===== src/rtl/bp_fe_pkg.sv =====
// Shared FE types: proc config, fetch-sequencer states, next-PC sources and IF2 control decode.
package bp_fe_pkg;

  typedef enum logic [0:0] {e_bp_default_cfg} bp_params_e;

  function automatic int bp_vaddr_width(bp_params_e cfg);
    unique case (cfg)
      e_bp_default_cfg: return 39;
      default:          return 39;
    endcase
  endfunction

  typedef enum logic [1:0] {e_reset, e_run, e_stall, e_replay} bp_fe_seq_state_e;

  // One-hot next-PC source, listed from highest to lowest priority
  typedef enum logic [6:0] {
    e_src_redirect = 7'b000_0001,
    e_src_rebase   = 7'b000_0010,
    e_src_scan     = 7'b000_0100,
    e_src_eager    = 7'b000_1000,
    e_src_linear   = 7'b001_0000,
    e_src_pred     = 7'b010_0000,
    e_src_seq      = 7'b100_0000
  } bp_fe_seq_src_e;

  typedef struct packed {
    logic rebase;
    logic scan;
    logic eager;
    logic linear;
  } bp_fe_if2_ctrl_s;

endpackage


===== src/rtl/bp_fe_seq_npc_mux.sv =====
// Priority-encodes the next-PC source and forms the candidate fetch PC; purely combinational.
module bp_fe_seq_npc_mux
  import bp_fe_pkg::*;
#(
  parameter int vaddr_width_p = 39
) (
  input  logic                     redirect_v,
  input  logic [vaddr_width_p-1:0] redirect_pc,
  input  bp_fe_if2_ctrl_s          if2_ctrl,
  input  logic [vaddr_width_p-1:0] if2_pc,
  input  logic                     pred_v,
  input  logic [vaddr_width_p-1:0] pred_pc,
  input  logic [vaddr_width_p-1:0] if1_pc,
  output bp_fe_seq_src_e           src,
  output logic [vaddr_width_p-1:0] npc
);

  logic [vaddr_width_p-1:0] if2_half, if2_word, if1_word;

  // Sums wrap silently at the top of the VA space
  assign if2_half = if2_pc + vaddr_width_p'(2);
  assign if2_word = {if2_pc[vaddr_width_p-1:2], 2'b00} + vaddr_width_p'(4);
  assign if1_word = {if1_pc[vaddr_width_p-1:2], 2'b00} + vaddr_width_p'(4);

  always_comb begin
    src = e_src_seq;
    npc = if1_word;
    if (redirect_v) begin
      src = e_src_redirect;
      npc = redirect_pc;
    end else if (if2_ctrl.rebase) begin
      src = e_src_rebase;
      npc = if2_half;
    end else if (if2_ctrl.scan) begin
      src = e_src_scan;
      npc = if2_half;
    end else if (if2_ctrl.eager) begin
      src = e_src_eager;
      npc = if2_half;
    end else if (if2_ctrl.linear) begin
      src = e_src_linear;
      npc = if2_word;
    end else if (pred_v) begin
      src = e_src_pred;
      npc = pred_pc;
    end
  end

endmodule


===== src/rtl/bp_fe_fetch_sequencer.sv =====
// FE next-PC scheduler with stall/replay FSM and fetch-queue credit counter.
// Define BP_FE_SEQ_PERF_EN to add saturating perf counters on perf_o.
module bp_fe_fetch_sequencer
  import bp_fe_pkg::*;
#(
  parameter bp_params_e  bp_params_p   = e_bp_default_cfg,
  parameter int          credits_p     = 4,
  parameter logic [63:0] boot_pc_p     = 64'h0011_0000,
  localparam int         vaddr_width_p = bp_vaddr_width(bp_params_p)
) (
  input  logic                     clk_i,
  input  logic                     reset_n_i,
  input  logic                     redirect_v_i,
  input  logic [vaddr_width_p-1:0] redirect_pc_i,
  input  logic                     icache_ready_i,
  input  logic                     if2_v_i,
  input  logic [vaddr_width_p-1:0] if2_pc_i,
  input  logic                     if2_yumi_i,
  input  logic                     if2_linear_i,
  input  logic                     if2_eager_i,
  input  logic                     if2_scan_i,
  input  logic                     if2_rebase_i,
  input  logic                     pred_taken_i,
  input  logic [vaddr_width_p-1:0] pred_pc_i,
  input  logic                     credit_return_i,
  output logic                     if1_v_o,
  output logic [vaddr_width_p-1:0] if1_pc_o,
  output logic                     if1_kill_o,
  output logic                     if2_kill_o,
  output logic [1:0]               state_o,
  output logic [127:0]             perf_o
);

  localparam int                       cw_lp          = $clog2(credits_p + 1);
  localparam logic [cw_lp-1:0]         credits_max_lp = cw_lp'(credits_p);
  localparam logic [vaddr_width_p-1:0] boot_pc_lp     = boot_pc_p[vaddr_width_p-1:0];

  bp_fe_seq_state_e         state_r, state_n;
  bp_fe_seq_src_e           src;
  bp_fe_if2_ctrl_s          if2_ctrl;
  logic [vaddr_width_p-1:0] pc_r, npc;
  logic [cw_lp-1:0]         credits_r;
  logic                     live, adv, credit_dec;

  assign if2_ctrl = '{rebase: if2_rebase_i, scan: if2_scan_i,
                      eager: if2_eager_i, linear: if2_linear_i};

  bp_fe_seq_npc_mux #(.vaddr_width_p(vaddr_width_p)) npc_mux (
    .redirect_v  (redirect_v_i),
    .redirect_pc (redirect_pc_i),
    .if2_ctrl    (if2_ctrl),
    .if2_pc      (if2_pc_i),
    .pred_v      (pred_taken_i & if2_v_i),
    .pred_pc     (pred_pc_i),
    .if1_pc      (pc_r),
    .src         (src),
    .npc         (npc)
  );

  always_ff @(posedge clk_i or negedge reset_n_i)
    if (!reset_n_i) state_r <= e_reset;
    else            state_r <= state_n;

  always_comb begin
    state_n = state_r;
    if1_v_o = 1'b0;
    unique case (state_r)
      e_reset:  state_n = e_run;
      e_run: begin
        if1_v_o = 1'b1;
        if (credits_r == '0 || !icache_ready_i) state_n = e_stall;
      end
      e_stall:  if (credits_r != '0 && icache_ready_i) state_n = e_replay;
      e_replay: begin
        if1_v_o = 1'b1;
        state_n = e_run;
      end
    endcase
    if (redirect_v_i && state_r != e_reset) state_n = e_run;
  end

  // Nothing is steered until the first clock after reset release
  assign live       = (state_r != e_reset);
  assign adv        = if1_v_o & icache_ready_i;
  assign if1_kill_o = live & (src inside {e_src_redirect, e_src_rebase, e_src_scan, e_src_pred});
  assign if2_kill_o = live & (src == e_src_redirect);
  assign if1_pc_o   = pc_r;
  assign state_o    = state_r;

  // Redirect loads regardless of I$ readiness; everything else waits for the slot to advance
  always_ff @(posedge clk_i or negedge reset_n_i)
    if (!reset_n_i)                      pc_r <= boot_pc_lp;
    else if (live & (redirect_v_i | adv)) pc_r <= npc;

  assign credit_dec = if2_yumi_i & if2_v_i;

  always_ff @(posedge clk_i or negedge reset_n_i)
    if (!reset_n_i)
      credits_r <= credits_max_lp;
    else if (credit_dec && !credit_return_i && credits_r != '0)
      credits_r <= credits_r - cw_lp'(1);
    else if (credit_return_i && !credit_dec && credits_r != credits_max_lp)
      credits_r <= credits_r + cw_lp'(1);

  // A return into a full queue means upstream lost track of an entry
  assert property (@(posedge clk_i) disable iff (!reset_n_i)
    !(credit_return_i && !credit_dec && credits_r == credits_max_lp));

`ifdef BP_FE_SEQ_PERF_EN
  logic [3:0]  perf_inc;
  logic [31:0] perf_r [4];

  assign perf_inc = {state_r == e_stall, adv & (src == e_src_scan),
                     adv & (src == e_src_rebase), live & redirect_v_i};

  for (genvar i = 0; i < 4; i++) begin : g_perf
    always_ff @(posedge clk_i or negedge reset_n_i)
      if (!reset_n_i)                       perf_r[i] <= '0;
      else if (perf_inc[i] && ~&perf_r[i]) perf_r[i] <= perf_r[i] + 32'd1;
  end

  assign perf_o = {perf_r[3], perf_r[2], perf_r[1], perf_r[0]};
`else
  assign perf_o = '0;
`endif

endmodule


===== config.mk =====
export PLATFORM = sky130hd
export DESIGN_NAME = bp_fe_fetch_sequencer
export DESIGN_NICKNAME = d
export VERILOG_FILES = /design/src/rtl/bp_fe_pkg.sv /design/src/rtl/bp_fe_seq_npc_mux.sv /design/src/rtl/bp_fe_fetch_sequencer.sv
export SDC_FILE = /design/constraint.sdc
export NUM_CORES = 1
export LEC_CHECK = 0
export BUFFER_PORTS_ARGS = -buffer_cell sky130_fd_sc_hd__buf_4
export CAP_MARGIN = 20
export CORE_MARGIN = 5
export CORE_UTILIZATION = 30
export DETAILED_ROUTE_END_ITERATION = 10
export PLACE_DENSITY = 0.61
export SETUP_SLACK_MARGIN = 0.5
export SYNTH_ARGS = -nofsm -noshare
export SYNTH_HDL_FRONTEND = slang
export SYNTH_SLANG_ARGS = --single-unit

===== constraint.sdc =====
create_clock -name clk_i -period 2.3 [get_ports clk_i]
set_input_delay 0.46 -clock clk_i [delete_from_list [all_inputs] [get_ports clk_i]]
set_output_delay 0.46 -clock clk_i [all_outputs]
set_load 0.01 [all_outputs]

==> results of run 1 <==
-- cell type report --
type                            instances  share of cell area [%]
Multi-Input combinational cell        756                    55.3
Timing Repair Buffer                  316                    27.3
Sequential cell                        44                    11.8
Tap cell                              270                    3.57
Clock buffer                            8                    1.55
Inverter                               14                   0.556
-- Yosys cell counts (all sizes together), types with 3 or more instances --
| cell type | instances | area (um2) |
|---|---|---|
| nor4 | 18 | 153 |
| inv | 14 | 52.6 |
| clkbuf | 34 | 128 |
| a221o | 5 | 50.1 |
| nor2b | 3 | 18.8 |
| o211ai | 5 | 37.5 |
| and4 | 6 | 52.6 |
| a21oi | 53 | 265 |
| or3 | 12 | 76.3 |
| a22oi | 6 | 45.0 |
| nand4 | 37 | 246 |
| o21a | 6 | 45.0 |
| o221ai | 11 | 96.3 |
| a221oi | 11 | 96.3 |
| nand2b | 4 | 25.0 |
| nand3 | 36 | 180 |
| a21o | 3 | 22.5 |
| ha | 8 | 100 |
| o22ai | 6 | 37.5 |
| a31oi | 12 | 75.1 |
| and2 | 7 | 43.8 |
| or4 | 5 | 37.5 |
| or2 | 3 | 18.8 |
| mux2i | 6 | 60.1 |
| xnor2 | 47 | 412 |
| dfstp | 3 | 78.8 |
| a211o | 4 | 35.0 |
| nand2 | 81 | 312 |
| a2111oi | 3 | 26.3 |
| and3 | 15 | 93.8 |
| a41oi | 3 | 26.3 |
| xor2 | 16 | 140 |
| a211oi | 13 | 97.6 |
| buf | 139 | 1020 |
| nor3b | 3 | 27.5 |
| o21ai | 55 | 275 |
| o31ai | 9 | 67.6 |
| nor2 | 64 | 240 |
| nor3 | 24 | 120 |
| dfrtp | 41 | 1030 |
| mux2 | 3 | 33.8 |
-- power groups by stage --
stage | logic (W) | registers [W] | clock network (W)
after global placement | 0.00409 | 0.00164 | 0
after floorplan | 0.00193 | 0.00185 | 0
after CTS | 0.00463 | 0.00164 | 0.000787
after detailed placement | 0.00411 | 0.00164 | 0
after global routing | 0.00548 | 0.00173 | 0.000810
final | 0.00516 | 0.00168 | 0.000778
-- worst max-delay path, stage by stage (launching register included) --
cell and delay, ps:
dfrtp_1 380, nand2_1 300, or4_4 670, nor3b_4 240, mux2_4 320, o211ai_1 160, a21oi_1 100
-- how the worst max path moves through the flow --
stage          cells past startpoint      endpoint         start  slack, ps
6_report                           6  if1_pc_o[36]   if1_pc_o[6]         20
2_1_floorplan                      7  if1_pc_o[30]  if1_pc_o[16]         50
4_1_cts                            6  if1_pc_o[30]  if1_pc_o[16]         50
5_1_grt                            7  if1_pc_o[36]  if1_pc_o[16]        -90
3_3_place_gp                       8  if1_pc_o[21]   if2_pc_i[7]        -40
3_5_place_dp                       8  if1_pc_o[23]   if2_pc_i[7]        -90
-- flip-flops by register name, summed over array words and instances (netlist names) --
| name | cells |
|---|---|
| if1_pc_o | 39 |
| state_o | 2 |
| credits_r | 3 |
-- logic make-up (layout without fill, tap and decap cells) --
kind of cell / after synthesis / in the layout / synth area share, %
compound gates: 222 / 222 / 23.3
other cells: 1 / 128 / 0.0602
mux: 9 / 9 / 1.51
xor+xnor: 63 / 63 / 8.86
flops: 44 / 44 / 17.7
fa+ha+maj: 9 / 9 / 1.93
simple gates: 325 / 325 / 27.4
buf+inv: 187 / 338 / 19.3
-- layer usage --
layer / global-route usage [%] / up-vias
met4: 6.06 / 0
met3: 3.15 / 68
li1: - / 3467
met1: 31.1 / 3608
met5: 0 / -
met2: 36.8 / 488
-- placed cells by master, fill, tap and decap left out, types with 6 or more instances in the layout --
cell type and instances:
nor2_1 58, xor2_1 14, o31ai_1 7, and2_1 7, o21a_1 6, nor3_1 13, and4_1 6, a31oi_1 12
buf_6 26, nand4_1 36, a21oi_1 43, or3_1 10, nand3_4 6, a21oi_2 8, o221ai_1 9, conb_1 128
and3_1 12, buf_4 280, a211oi_1 11, o21ai_1 15, xnor2_2 8, nor4_2 6, nor4_4 7, nand2_1 77
inv_1 12, o21ai_0 36, xnor2_1 39, ha_4 6, nand3_1 26, nor3_2 8, a221oi_2 7, dfrtp_1 36
-- per-stage QoR --
stage	cell area [um2]	TNS, ps
2_1_floorplan	6950	0
3_3_place_gp	8250	-90.0
3_5_place_dp	8250	-90.5
4_1_cts	8880	0
5_1_grt	9460	-294
6_report	9460	0
-- what timing repair did --
item | in CTS | in global routing
setup buffers | 18 | 14
hold endpoints to repair | 0 | 0
endpoints found under the setup margin | 42 | 40
cloned | 1 | 0
gates resized for setup | 80 | 92
pin swaps | 39 | 48
==> reports/metrics.yaml, run 1 <==
p_total_w: 0.00761
rr_worst_depth: 6
gp_congestion: 0.930
routed-via-count: 7631
syn_avg_cell_area_um2: 7.25
reg2reg_to: "if1_pc_o[36]"
postSynth.asyncResetShare_pct: 100
worst_setup_path_start_kind: "register"
hold_violations: 0
seqCellArea_mm2: 0.00111
die_width_um: 154
clk_pin_slew_ps: 70
sequentialPowerShare_pct: 22.0
dr.max_layer_used: "met4"
floorplan.initialDensity_pct: 30.6
netlist_area_mm2: 0.00623
period_share_pct: 99.1
p_clk_share_pct: 10.2
leakagePower_nw: 4.06
met1Wirelength_um: 11900
hp-class: "input port to async pin"
grt_overflow: 0
internal_power_w: 0.00405
path_max_fanout: 7
cts_tree: "yes"
hold_buffers: 0
die_y_um: 154
dr_wl_met2_um: 13600
cp.arrival_ps: 2450
hpwl_um: 22700
post-route-util_pct: 46.4
fin_cells: 1408
vias_per_cell: 5.42
fin_skew_ps: 4.41
grt_max_degree: 45
fin_nets: 1275
die_area_mm2: 0.0238
r2r-start: "if1_pc_o[6]"
row_count: 52
num_antenna_cells: 0
worst_pin_slew_ps: 652
antenna_found_initial: 0
dp_cells: 1367
core_mm2: 0.0204
post-place-ws_ps: -90.5
switching_share_pct: 46.8
yosys_register_bits: 44
peakVddDrop_mv: 0.370
drtIter0Drc: 716
clock_sinks: 44
net-switching-power_w: 0.00356
end_kind: "register"
syn_inst: 860
relSlewSlack_pct: 56.5
wl_per_cell_um: 20.7
crit_required_ps: 2470
seq_area_frac_synth_pct: 17.7
fillCellCount: 2017
numCtsBuffers: 5
routed_wl_um: 29200
cts-root-buf: "clkbuf_16"
grt_use_total_pct: 22.5
p_per_area_mw_per_mm2: 805
synth_edf_count: 0
wl_met3_um: 2750
combPwrFrac_pct: 67.8
cap_violations: 0
fin_hold_ws_ps: 181
setup_viol: 0
yosysUniqueCellTypes: 70
timing.final.ws_setup_ps: 19.9
ys_warn_count: 0
rsz0062_at_grt: "true"
drive_above_1_share_pct: 39.7
grt_pass1_vias: 7210
ant_nets: 0
multiInputGateArea_mm2: 0.00523
min_period_ps: 2280
area_delta_synth_final_pct: 51.7
worstSetupPathType: "register to register"
first_pass_iters: 6
htreeDepth: 2
synth_ff_type: "dfrtp_1"
drc: 0
outcome: "finished, final reports clean"
finalMaxSlewViolations: 0
port_buffers: 172
fmax_mhz: 439
clock_latency_ps: 290
reg2reg_setup_slack_ps: 20
pin_count: 301
grt_pass1_wl_um: 42700
clockBufferDepth: 2
(Power assumes the default switching activity.)
==> inputs of run 2 (changes only) <==
- CORE_MARGIN: 5 -> unset
==> run 2 against run 1 <==
  * Total power increased by 5.5%
  * Register-to-register slack improved by 70 ps
  * Largest cell class unchanged
  * Non-clock buffer count increased by 32
  * Critical path depth unchanged
  * Setup slack improved by 73 ps
  * Clock skew increased by 5.7 ps
  * Sequential cell count unchanged
  * Core utilization increased by 1.7 points
  * First-iteration DRC count decreased by 16%
  * Worst hold slack improved by 0.70 ps
  * Critical endpoint is now if1_pc_o[31]
  * Maximum frequency increased by 3.3%
==> reports/metrics.yaml, run 2 (same netlist as run 1, synthesis figures left out) <==
outcome: "finished, final reports clean"
port_buffers: 172
drtIter0Drc: 603
numCtsBuffers: 5
critPathMaxStageDelay_ps: 650
die_area_mm2: 0.0213
clk_pin_slew_ps: 80
routed-via-count: 7843
fin_nets: 1307
crit_required_ps: 2540
setup_viol: 0
largest_reg_flops: 39
cp.arrival_ps: 2440
wl_per_cell_um: 20.1
combPwrFrac_pct: 69.7
num_antenna_cells: 0
place_area_mm2: 0.00827
period_share_pct: 96.0
worst_pin_slew_ps: 652
drive_above_1_share_pct: 42.7
hpwl_um: 21300
internal_power_w: 0.00428
worstSetupPathType: "register to register"
die_width_um: 146
p_per_area_mw_per_mm2: 823
end_kind: "register"
finalMaxSlewViolations: 0
path_cells: "nand4_1, or4_4, or4b_4, a21oi_2, a211oi_1, o21ai_1"
grt_use_total_pct: 25.1
p_total_w: 0.00803
p_clk_share_pct: 9.7
peakVddDrop_mv: 0.397
grt_pass1_wl_um: 41900
fin_skew_ps: 10.1
grt_overflow: 0
min_period_ps: 2210
hp-class: "input port to async pin"
area_delta_synth_final_pct: 56.7
first_pass_iters: 5
rr_worst_depth: 6
clockBufferDepth: 2
leakagePower_nw: 4.18
vias_per_cell: 5.45
cp_slowest_cell: "or4_4"
final_common_cell: "buf_4"
row_count: 52
relSlewSlack_pct: 56.5
core_mm2: 0.0203
cap_violations: 0
floorplan.initialDensity_pct: 30.7
fin_area_mm2: 0.00976
antenna_found_initial: 0
die_y_um: 146
rsz0062_at_grt: "true"
cts_tree: "yes"
net-switching-power_w: 0.00375
switching_share_pct: 46.7
gp_congestion: 0.956
pin_count: 301
clock_latency_ps: 300
ant_nets: 0
grt_max_degree: 45
hold_buffers: 0
mostFrequentLayoutCells: "buf_4, conb_1, nand2_1, nor2_1, xnor2_1"
drc: 0
htreeDepth: 2
routed_wl_um: 28900
hold_violations: 0
cts-root-buf: "clkbuf_16"
path_max_fanout: 6
grt_pass1_vias: 7293
clock_sinks: 44
worst_setup_path_start_kind: "register"
post-route-util_pct: 48.1
fmax_mhz: 453
finalSetupTns_ps: 0
sequentialPowerShare_pct: 20.6
-- run 2: path summary, 6_finish.rpt --
check | from | to | slack [ps]
min in group clk_i | redirect_pc_i[32] | if1_pc_o[32] | 420
min reg2reg | if1_pc_o[0] | if1_pc_o[0] | 510
max | if1_pc_o[16] | if1_pc_o[31] | 90
min | reset_n_i | state_o[0] | 180
max reg2reg | if1_pc_o[16] | if1_pc_o[31] | 90
max in group asynchronous | reset_n_i | if1_pc_o[2] | 1660
-- run 2: through the flow --
stage | hold slack [ps] | std cells | setup WS, ps
after global placement | 468 | 1367 | 19.9
final | 182 | 1440 | 92.7
after floorplan | 164 | 987 | 52.9
after global routing | 222 | 1440 | 29.6
after detailed placement | 496 | 1367 | -21.9
after CTS | 203 | 1411 | 128
-- run 2: routing by layer --
metal	GRT usage, %	part of all wire [%]	vias up
met1	33.2	40	3712
met3	4.03	9.2	102
met2	40.3	46	500
met5	0	0	-
li1	-	-	3529
met4	10.7	4.5	0
-- run 2: final cells by class --
type                    instances  area, um2
repair buffers                348       2880
flip-flops and latches         44       1110
fillers                      1963      10500
clock buffers                   5        125
well taps                     270        338
inverters                      14       56.3
multi-input cells             756       5240
clock inverters                 3       23.8
-- run 2: power groups by stage --
stage | sequential [W] | combinational (W) | clock, W
CTS | 0.00161 | 0.00485 | 0.000774
global placement | 0.00162 | 0.00407 | 0
finish | 0.00165 | 0.00560 | 0.000777
global route | 0.00170 | 0.00590 | 0.000804
detailed placement | 0.00162 | 0.00409 | 0
floorplan | 0.00185 | 0.00193 | 0
-- run 2: repair_timing --
item	CTS	global route
setup endpoints to repair	41	39
gates cloned	3	2
gates resized for setup	102	81
pin swaps	43	51
setup buffers	33	27
-- run 2: critical path, delay by kind of cell (launching register included) --
family	cells	cell delay, ps
flops	1	530
compound gates	3	300
simple gates	3	1310
